===== config.mk =====
export PLATFORM = sky130hd
export DESIGN_NAME = ram_arbiter
export DESIGN_NICKNAME = d
export VERILOG_FILES = /design/src/rtl/ram_pkg.sv /design/src/rtl/ram.sv /design/src/rtl/ram_arbiter.sv
export SDC_FILE = /design/constraint.sdc
export NUM_CORES = 1
export LEC_CHECK = 0
export ABC_AREA = 0
export CORE_MARGIN = 2
export CORE_UTILIZATION = 36
export CTS_CLUSTER_DIAMETER = 80
export DETAILED_ROUTE_END_ITERATION = 7
export GPL_ROUTABILITY_DRIVEN = 0
export HOLD_SLACK_MARGIN = 0.02
export PLACE_DENSITY = 0.58
export SETUP_SLACK_MARGIN = 0.1
export SLEW_MARGIN = 20
export SYNTH_ARGS = -nofsm -noshare
export SYNTH_HDL_FRONTEND = slang
export SYNTH_SLANG_ARGS = --single-unit

===== constraint.sdc =====
create_clock -name clk -period 2.3 [get_ports clk]
set_clock_uncertainty 0.1 [all_clocks]
set_input_delay 0.345 -clock clk [delete_from_list [all_inputs] [get_ports clk]]
set_output_delay 0.345 -clock clk [all_outputs]
set_load 0.01 [all_outputs]

===== src/rtl/ram_pkg.sv =====
// Shared constants and types for the two-port RAM arbiter and its RAM.
package ram_pkg;

    localparam int DEF_ADDR_WIDTH = 3;
    localparam int DEF_DATA_WIDTH = 8;

    // Identifies one of the two requesters.
    typedef logic req_id_t;

    localparam req_id_t REQ0 = 1'b0;
    localparam req_id_t REQ1 = 1'b1;

endpackage


===== src/rtl/ram.sv =====
// Single-port synchronous RAM: one access per cycle while en is high.
// A read returns its data on dataout one cycle after the access edge;
// dataout holds its value on writes and idle cycles. Contents are not reset.
module ram
    import ram_pkg::*;
#(
    parameter int ADDR_WIDTH = DEF_ADDR_WIDTH,
    parameter int DATA_WIDTH = DEF_DATA_WIDTH
) (
    input  logic                  clk,
    input  logic                  en,
    input  logic                  wr,
    input  logic [ADDR_WIDTH-1:0] addr,
    input  logic [DATA_WIDTH-1:0] datain,
    output logic [DATA_WIDTH-1:0] dataout
);

    localparam int DEPTH = 1 << ADDR_WIDTH;

    logic [DATA_WIDTH-1:0] mem_q [DEPTH];
    logic [DATA_WIDTH-1:0] dataout_q;

    // Storage array and registered read port; writes land before any later read.
    always_ff @(posedge clk) begin
        if (en) begin
            if (wr) begin
                mem_q[addr] <= datain;
            end else begin
                dataout_q <= mem_q[addr];
            end
        end
    end

    assign dataout = dataout_q;

endmodule


===== src/rtl/ram_arbiter.sv =====
// Two-requester arbiter in front of a single RAM. Grants are combinational
// from the requests and a 1-bit priority pointer that points at whoever lost
// the last grant, so contending requesters alternate cycle by cycle. Read
// responses come back one cycle after the grant on the granted port.
module ram_arbiter
    import ram_pkg::*;
#(
    parameter int ADDR_WIDTH = DEF_ADDR_WIDTH,
    parameter int DATA_WIDTH = DEF_DATA_WIDTH
) (
    input  logic                  clk,
    input  logic                  rst_n,
    input  logic                  req0,
    input  logic                  req1,
    input  logic                  wr0,
    input  logic                  wr1,
    input  logic [ADDR_WIDTH-1:0] addr0,
    input  logic [ADDR_WIDTH-1:0] addr1,
    input  logic [DATA_WIDTH-1:0] wdata0,
    input  logic [DATA_WIDTH-1:0] wdata1,
    output logic                  gnt0,
    output logic                  gnt1,
    output logic                  rvalid0,
    output logic                  rvalid1,
    output logic [DATA_WIDTH-1:0] rdata0,
    output logic [DATA_WIDTH-1:0] rdata1
);

    req_id_t               prio_q, prio_d;
    logic                  rd_pend_q, rd_pend_d;
    req_id_t               rd_id_q, rd_id_d;

    logic                  ram_en;
    logic                  ram_wr;
    logic [ADDR_WIDTH-1:0] ram_addr;
    logic [DATA_WIDTH-1:0] ram_datain;
    logic [DATA_WIDTH-1:0] ram_dataout;

    // Grant selection: a lone requester wins outright, a tie goes to prio.
    // Reset forces both grants low so nothing reaches the RAM.
    always_comb begin
        gnt0 = 1'b0;
        gnt1 = 1'b0;
        if (rst_n) begin
            if (req0 && req1) begin
                gnt0 = (prio_q == REQ0);
                gnt1 = (prio_q == REQ1);
            end else begin
                gnt0 = req0;
                gnt1 = req1;
            end
        end
    end

    // RAM request mux from the granted requester; address passes through as-is.
    always_comb begin
        ram_en     = gnt0 | gnt1;
        ram_wr     = 1'b0;
        ram_addr   = '0;
        ram_datain = '0;
        if (gnt1) begin
            ram_wr     = wr1;
            ram_addr   = addr1;
            ram_datain = wdata1;
        end else if (gnt0) begin
            ram_wr     = wr0;
            ram_addr   = addr0;
            ram_datain = wdata0;
        end
    end

    // Next-state for the priority pointer and the read-response tracker.
    always_comb begin
        prio_d    = prio_q;
        rd_pend_d = ram_en & ~ram_wr;
        rd_id_d   = rd_id_q;
        if (gnt0) begin
            prio_d  = REQ1;
            rd_id_d = REQ0;
        end else if (gnt1) begin
            prio_d  = REQ0;
            rd_id_d = REQ1;
        end
    end

    // Control state; reset drops any read response still in flight.
    always_ff @(posedge clk or negedge rst_n) begin
        if (!rst_n) begin
            prio_q    <= REQ0;
            rd_pend_q <= 1'b0;
            rd_id_q   <= REQ0;
        end else begin
            prio_q    <= prio_d;
            rd_pend_q <= rd_pend_d;
            rd_id_q   <= rd_id_d;
        end
    end

    assign rvalid0 = rd_pend_q & (rd_id_q == REQ0);
    assign rvalid1 = rd_pend_q & (rd_id_q == REQ1);
    assign rdata0  = ram_dataout;
    assign rdata1  = ram_dataout;

    ram #(
        .ADDR_WIDTH (ADDR_WIDTH),
        .DATA_WIDTH (DATA_WIDTH)
    ) u_ram (
        .clk     (clk),
        .en      (ram_en),
        .wr      (ram_wr),
        .addr    (ram_addr),
        .datain  (ram_datain),
        .dataout (ram_dataout)
    );

endmodule


==> impl_results.md <==
- Status: completed
- Largest net degree at the start of global routing: 18
- Io pins: 48
- First-pass GRT wire length: about 10000 um
- Final wirelength: roughly 6600 um
- DIE AREA: approximately 0.0095 mm^2
- Least-Margin Pin Slew: approximately 0.57 ns
- Antenna-violating nets left: 0
- Worst-skew pair later-pin latency: 0.34 ns
- Minimum clock period: about 2.1 ns
- Worst EP required: about 2.3 ns
- Die height: 97.5 um
- Placed Instance Area: slightly below 0.004 mm^2
- Rows: 34
- Max Freq: between 0.4 and 0.5 GHz
- Final setup violation count: 0
- Starting Density: 0.366
- Vias in the first global route: 1876
- Synth Cell Area: between 0.003 and 0.004 mm^2
- H-tree depth: 3
- Most frequent cells in the layout: edfxtp_1, clkdlybuf4s50_1, buf_4
- Pwr Density: 720 mW/mm^2
- Total number of vias: approximately 1800
- Final hold viol count: 0
- CP Data Arrival Time: between 2 and 2.5 ns
- TritonCTS buffer count: 9
- Average cell area after synthesis: 17.0 um^2
- Commonest non-fill, non-tap cell in the layout: edfxtp_1
- Post-route DRC: 0
- Syn Nets: roughly 210
- Peak supply drop: approximately 0.00029 V
- Final Util: 0.478
- Synth cell types: 30
- Leakage: 1.41 nW
- Unrepaired setup endpoints after global routing: false
- CTS Hold Bufs: 0
- Final Hold Slack: 0.249 ns
- Crit path capture type: flop
- Nets: 286
- Syn Inst Count: around 190
- Wire per inst: roughly 18 um
- Initial antenna violation count: 0
- Share of layout cells above drive strength 1: 0.281
- CTS tree: built
- Register area share after synthesis: 0.711
- Core area: approximately 0.0086 mm^2
- Global route total overflow: 0
- Iter 0 DRT Violations: 92
- Crit-path cells: clkdlybuf4s50_1 > and2_1 > a32o_2 > buf_12 > mux2_2 > o22ai_2 > a221oi_1
- I/O Buffers: 47
- Clock root buffer: clkbuf_8
- Vias per inst: 4.95
- Fin area: 0.00411 mm^2
- Setup TNS: 0 ns
- CTS sink cnt: 75
- Max clock buf depth: 2
- Yosys reg bits: 75
- Overall routing resource usage: 0.143
- Tcrit/Tclk final: 0.918
- Ant diodes: 0
- Synthesis Warnings: 0
- Crit path max fanout: 17
- Tot Pwr: between 2 and 3 mW
- Max-slew violations: 0
- Crit path largest cell delay: between 0.5 and 0.6 ns
- Max cap viols: 0
- Hold Crit Class: in2async
- Worst-path clk slew: approximately 0.080 ns
- DRT Pass-1 Iters: 4
- DP Wirelength: 4550 um
- Layout area overhead: 30.5%
- Kind of critical path: in2reg
- DIE WIDTH: just under 100 um
- CP startpoint kind: primary input
- Slowest CP cell: clkdlybuf4s50_1
- Slew margin rel.: 0.618
==> critical path: cells and delay by family <==
| kind | cells | cell delay [ns] |
|---|---|---|
| buf+inv | 2 | 0.68 |
| compound gates | 3 | 0.51 |
| mux | 1 | 0.35 |
| simple gates | 1 | 0.17 |
==> sequential cells by signal, summed over array words and instances (netlist names) <==
name and flops:
prio_q 1, rd_id_q 1, rd_pend_q 1, u_ram.dataout 8, u_ram.mem_q 64
==> stage by stage <==
stage	setup WS [ns]	instances
2_1_floorplan	-0.109	185
3_3_place_gp	-0.320	354
3_5_place_dp	-0.481	354
4_1_cts	0.0683	371
5_1_grt	0.133	371
6_report	0.189	371
==> final timing paths <==
| path | from | end | slack (ns) | cells past startpoint |
|---|---|---|---|---|
| worst max-delay path | rst_n | u_ram.dataout[3]$_DFFE_PP_ | 0.19 | 7 |
| worst min-delay path | rst_n | rd_pend_q$_DFF_PN0_ | 0.25 | 2 |
| worst max register to register | prio_q$_DFFE_PN0P_ | u_ram.dataout[3]$_DFFE_PP_ | 0.22 | 7 |
| worst min register to register | rd_id_q$_DFFE_PN0P_ | rd_id_q$_DFFE_PN0P_ | 0.43 | 2 |
| max in group asynchronous | rst_n | rd_id_q$_DFFE_PN0P_ | 1.73 | 2 |
| min in group clk | rd_id_q$_DFFE_PN0P_ | rd_id_q$_DFFE_PN0P_ | 0.43 | 2 |
==> cell type report <==
type                            count  area [um^2]
Clock inverter                      6         65.1
Tap cell                          108          135
Inverter                            1         3.75
Timing Repair Buffer               78          718
Sequential cell                    75         2240
Clock buffer                       10          128
Multi-Input combinational cell     93          822
Fill cell                         755         4480
==> cells in the mapped netlist <==
library cell	number	area, um^2
nand3_1	1	5.00
nor2_1	6	22.5
edfxtp_1	72	2160
and2_1	4	25.0
buf_12	2	40.0
nor3_1	8	40.0
nand2b_4	1	13.8
o22ai_1	8	50.1
a21boi_4	1	18.8
mux2i_1	16	160
inv_1	1	3.75
buf_4	8	60.1
mux2_1	2	22.5
dfrtp_1	3	75.1
nand3b_1	1	7.51
nand2b_1	1	6.26
o21bai_1	1	7.51
clkbuf_1	2	7.51
a32o_1	1	10.0
and3_1	1	6.26
mux2_2	14	158
buf_6	2	22.5
buf_2	2	10.0
a22o_1	8	70.1
a221oi_1	8	70.1
a32o_2	1	11.3
nor2b_1	3	18.8
nand2_1	3	11.3
a32oi_1	3	26.3
and2_0	1	6.26
==> layer usage <==
metal  up-vias  share of wire  track usage
met1       895           0.46        0.186
met5         -              0            0
met3         8          0.051       0.0396
met4         0          0.017       0.0524
met2        58           0.47        0.230
li1        877              -            -
==> power by group <==
group	total [mW]	leakage [nW]	switching (mW)	internal, mW
sequential	1.57	0.697	0.0163	1.56
combinational	0.420	0.629	0.200	0.220
clock	0.968	0.0866	0.467	0.501
==> kinds of logic (layout without fill, tap and decap cells) <==
kind of cell           count (synthesis)  in the layout  share of synthesized area
AO/OA/AOI/OAI                         31             31                     0.0839
multiplexers                          32             32                      0.108
buffers and inverters                 17             95                     0.0457
AND/OR/NAND/NOR                       30             30                     0.0517
flip-flops                            75             75                      0.711
==> what timing repair did <==
action | CTS | global route
setup endpoints to repair | 21 | 61
gates resized for setup | 6 | 10
pin swaps | 0 | 1
buffers inserted | 1 | 0
Power figures use the tool's default switching activity.
==> RTL edit 1, RTL diff (same settings) <==
The package constant `DEF_DATA_WIDTH` goes from 8 to 12.
--- a/src/rtl/ram_pkg.sv
+++ b/src/rtl/ram_pkg.sv
@@ -2,7 +2,7 @@
 package ram_pkg;
 
     localparam int DEF_ADDR_WIDTH = 3;
-    localparam int DEF_DATA_WIDTH = 8;
+    localparam int DEF_DATA_WIDTH = 12;
 
     // Identifies one of the two requesters.
     typedef logic req_id_t;
Ports: changed (resized rdata0, rdata1, wdata0 and wdata1); port bits go from 48 to 64. The function was not compared with the original's and may differ.
==> RTL edit 1 against the unedited design <==
  * Register-to-register slack got worse by 110 ps
  * Cell area grew 54%
  * Power grew 59%
  * Wire length is 50% higher
  * Worst hold slack got worse by 19 ps
  * Synthesized area rose by 48%
  * Maximum frequency decreased by 3.7%
  * Cell count increased by 46%
  * Worst setup slack worse by 80 ps
  * Die area increased by 46%
  * Sequential cell count increased by 36
  * Combinational power is 60% higher
==> RTL edit 1: results (changes against the unedited design) <==
Met1 Resource Use GR = 16.1% (-2.6 points)
Layout buffering overhead excluding clock cells = 18.1% (+0.67 points)
Multi-input comb cells = 123 (+32%)
Pre-antenna DRT Iters = 6 (+2)
Num Clock Sinks = 111 (+48%)
Fin nets = 402 (+41%)
Met2 Track Usage GR = 26.6% (+3.6 points)
Mux share of post-synthesis cell area = 11.6% (+0.79 points)
DR vias = 2,687 (+46%)
Crit-path max cell delay = 420 ps (-100 ps)
Syn Nets = 297 (+39%)
CLK BUF = 9 (-1)
Overall Power = 4700 µW (+59%)
Max FO, Critical Path = 6 (-11)
Synth top area cells = edfxtp_1 70%, mux2i_1 5.2%, mux2_2 3.9%
First-pass GRT wire length = 14.9 mm (+47%)
Port Buffers = 63 (+34%)
Register-to-Register Setup Slack = 110 ps (-110 ps)
Slew HR = 67.1% (+5.2 points)
Pin count of the biggest net entering global routing = 21 (+3)
Initial DRC Count = 124 (+35%)
Die W = 118 µm (+21%)
Static Leak = 0.00221 µW (+56%)
Mean routed wirelength per cell = 18.3 µm (+2.4%)
FF+latch area = 3320 µm² (+48%)
Hold_ws = 230 ps (-18.7 ps)
PD cells = 745 nW/µm² (+3.4%)
Share of the yosys chip area belonging to registers = 71.2% (+0.15 points)
Peak supply drop = 0.339 mV (+15%)
Flop+latch power = 2330 µW (+48%)
Post-CTS setup buffers = 2 (+1)
GR Util met3 = 3.34% (-0.61 points)
DR WL met3 = 353 µm (+3.5%)
Slowest cell on crit path = dfrtp_1
Area after DPL = 5720 µm² (+48%)
EDFF count, synth = 108 (+50%)
Outcome = finished, final reports clean
Crit path from = prio_q$_DFFE_PN0P_
Wl on met1 = 3.95 mm (+30%)
Layout cell share with drive strength beyond 1 = 35.0% (+6.9 points)
Max reg flops = 96 (+50%)
-- RTL edit 1: changes by cell type in the layout (fill, tap and decap cells not counted), moves of 7 or more --
cell | before | now
edfxtp_1 | 72 | 108
clkdlybuf4s50_1 | 43 | 59
buf_4 | 29 | 43
buf_6 | 1 | 10
clkbuf_16 | 0 | 9
clkbuf_8 | 9 | 0
mux2_4 | 0 | 8
mux2i_1 | 16 | 24
nor3_4 | 0 | 7
-- RTL edit 1: worst min path at each step --
stage	cells past startpoint	endpoint	startpoint
4_1_cts	2	rd_id_q$_DFFE_PN0P_	rst_n
5_1_grt	2	prio_q$_DFFE_PN0P_	rst_n
3_5_place_dp	2	rd_id_q$_DFFE_PN0P_	rd_id_q$_DFFE_PN0P_
3_3_place_gp	2	rd_id_q$_DFFE_PN0P_	rd_id_q$_DFFE_PN0P_
6_report	2	rd_id_q$_DFFE_PN0P_	rst_n
2_1_floorplan	0	prio_q$_DFFE_PN0P_	rst_n
==> RTL edit 2, RTL diff (same settings) <==
Without the edit above. Reset style: synchronous (`rst_n`), changed in one clocked block.
--- a/src/rtl/ram_arbiter.sv
+++ b/src/rtl/ram_arbiter.sv
@@ -84,7 +84,7 @@
     end
 
     // Control state; reset drops any read response still in flight.
-    always_ff @(posedge clk or negedge rst_n) begin
+    always_ff @(posedge clk) begin
         if (!rst_n) begin
             prio_q    <= REQ0;
             rd_pend_q <= 1'b0;
Formal check against the unedited RTL: differs if rst_n is asserted again (counterexample within 4 cycles, from zero or initial values and one cycle with rst_n low); with rst_n held inactive, the same outputs for 10 cycles.
==> RTL edit 2 against the unedited design <==
  * Cell area grew 11%
  * Non-clock buffer count rose by 23
  * Count of clock-buffer cells in the layout is 1 lower
  * Global-route usage rose by 2.3 points
  * Power is 0.54% lower
  * Synthesized area rose by 7.2%
  * Via count is 29% higher
  * Die area increased by 6.9%
  * Synthesized cell count is 39% higher
  * Clock power up 1%
  * Worst hold slack better by 190 ps
  * Wire length up 21%
  * Worst setup slack worse by 37 ps
  * Sequential cell count did not move
==> RTL edit 2: results (changes against the unedited design) <==
Clock share of power = 33.3% (+0.6 points)
Crit-path max cell delay = 500 ps (-20 ps)
Wl on met1 = 3.69 mm (+22%)
Slowest cell on crit path = clkdlybuf4s50_1
Crit path from = rst_n
Sw Share = 23.6% (+0.57 points)
Share of the yosys chip area belonging to registers = 65.9% (-5.2 points)
Max FO, Critical Path = 8 (-9)
Worst setup path end = u_ram.mem_q[5][5]$_DFFE_PP_
Met1 Resource Use GR = 22.8% (+4.1 points)
Fin nets = 371 (+30%)
Pin count of the biggest net entering global routing = 42 (+24)
Vias in the first global route = 2,291 (+22%)
Yosys cell types = 32 (+6.7%)
Non-filler instance count after layout = 459 (+24%)
DP HPWL = 5.73 mm (+26%)
DR vias = 2,380 (+29%)
Synth top cells by count = 72 x edfxtp_1, 32 x a21boi_0, 32 x and3_1, 23 x o21ai_0, 15 x nor2_1
Hold_ws = 436 ps (+187 ps)
GR Util met3 = 2.84% (-1.1 points)
Min Clock Period, post-route = 2150 ps (+37.4 ps)
Worst flop-to-flop path endpoint = u_ram.dataout[2]$_DFFE_PP_
Initial DRC Count = 103 (+12%)
Pre-antenna DRT Iters = 4 (unchanged)
Slew HR = 75.5% (+14 points)
DR WL met3 = 507 µm (+49%)
Arr. time, crit path = 2100 ps (+30 ps)
First-pass GRT wire length = 12.3 mm (+21%)
Register-to-Register Setup Slack = 170 ps (-50 ps)
Peak supply drop = 0.284 mV (-3.4%)
Post-placement cell count = 439 (+24%)
Clock transition at path regs = 70 ps
Mean routed wirelength per cell = 17.5 µm (-1.9%)
Hold WC Path Type = reg -> reg
Total track usage = 16.6% (+2.3 points)
Worst Hold Launch = prio_q$_SDFFE_PN0P_
Syn Nets = 285 (+34%)
Post-CTS sizing = 8 (+2)
Net switching power = 696 µW (+1.9%)
Layout cell share with drive strength beyond 1 = 23.3% (-4.9 points)
Mapped Cells = 257 (+39%)
Post-synthesis async set-or-reset flop share = 0% (-4.0 points)
Static Leak = 0.00176 µW (+25%)
Synth top area cells = edfxtp_1 64%, a21boi_0 7.1%, and3_1 5.9%
Top reg by flops = u_ram.mem_q
Area after DPL = 4330 µm² (+12%)
Outcome = finished, final reports clean
Met2 Track Usage GR = 26.3% (+3.2 points)
Met2 WL = 3.71 mm (+18%)
## RTL edit 2: cell count changes in the layout (fill, tap and decap cells not counted), moves of 6 or more
cell / unedited run / this run
buf_4: 29 / 44
nand4_1: 0 / 9
a21boi_0: 0 / 32
o22ai_1: 6 / 0
mux2_2: 14 / 0
mux2i_1: 16 / 0
and3_1: 1 / 32
o21ai_1: 0 / 12
buf_12: 1 / 9
a221oi_1: 8 / 0
nor2_1: 4 / 12
o21ai_0: 0 / 21
## RTL edit 2: cell type report
type / count / area [µm²]
multi-input cells: 151 / 1020
repair buffers: 101 / 987
fillers: 813 / 4580
clock inverters: 7 / 67.6
flip-flops and latches: 75 / 2220
well taps: 111 / 139
clock buffers: 9 / 124
inverters: 5 / 18.8
## RTL edit 2: kinds of logic (layout without fill, tap and decap cells)
| family | after synthesis | after routing | synth area share [%] |
|---|---|---|---|
| compound gates | 86 | 86 | 17.8 |
| buf+inv | 31 | 122 | 4.97 |
| flops | 75 | 75 | 65.9 |
| simple gates | 65 | 65 | 11.3 |
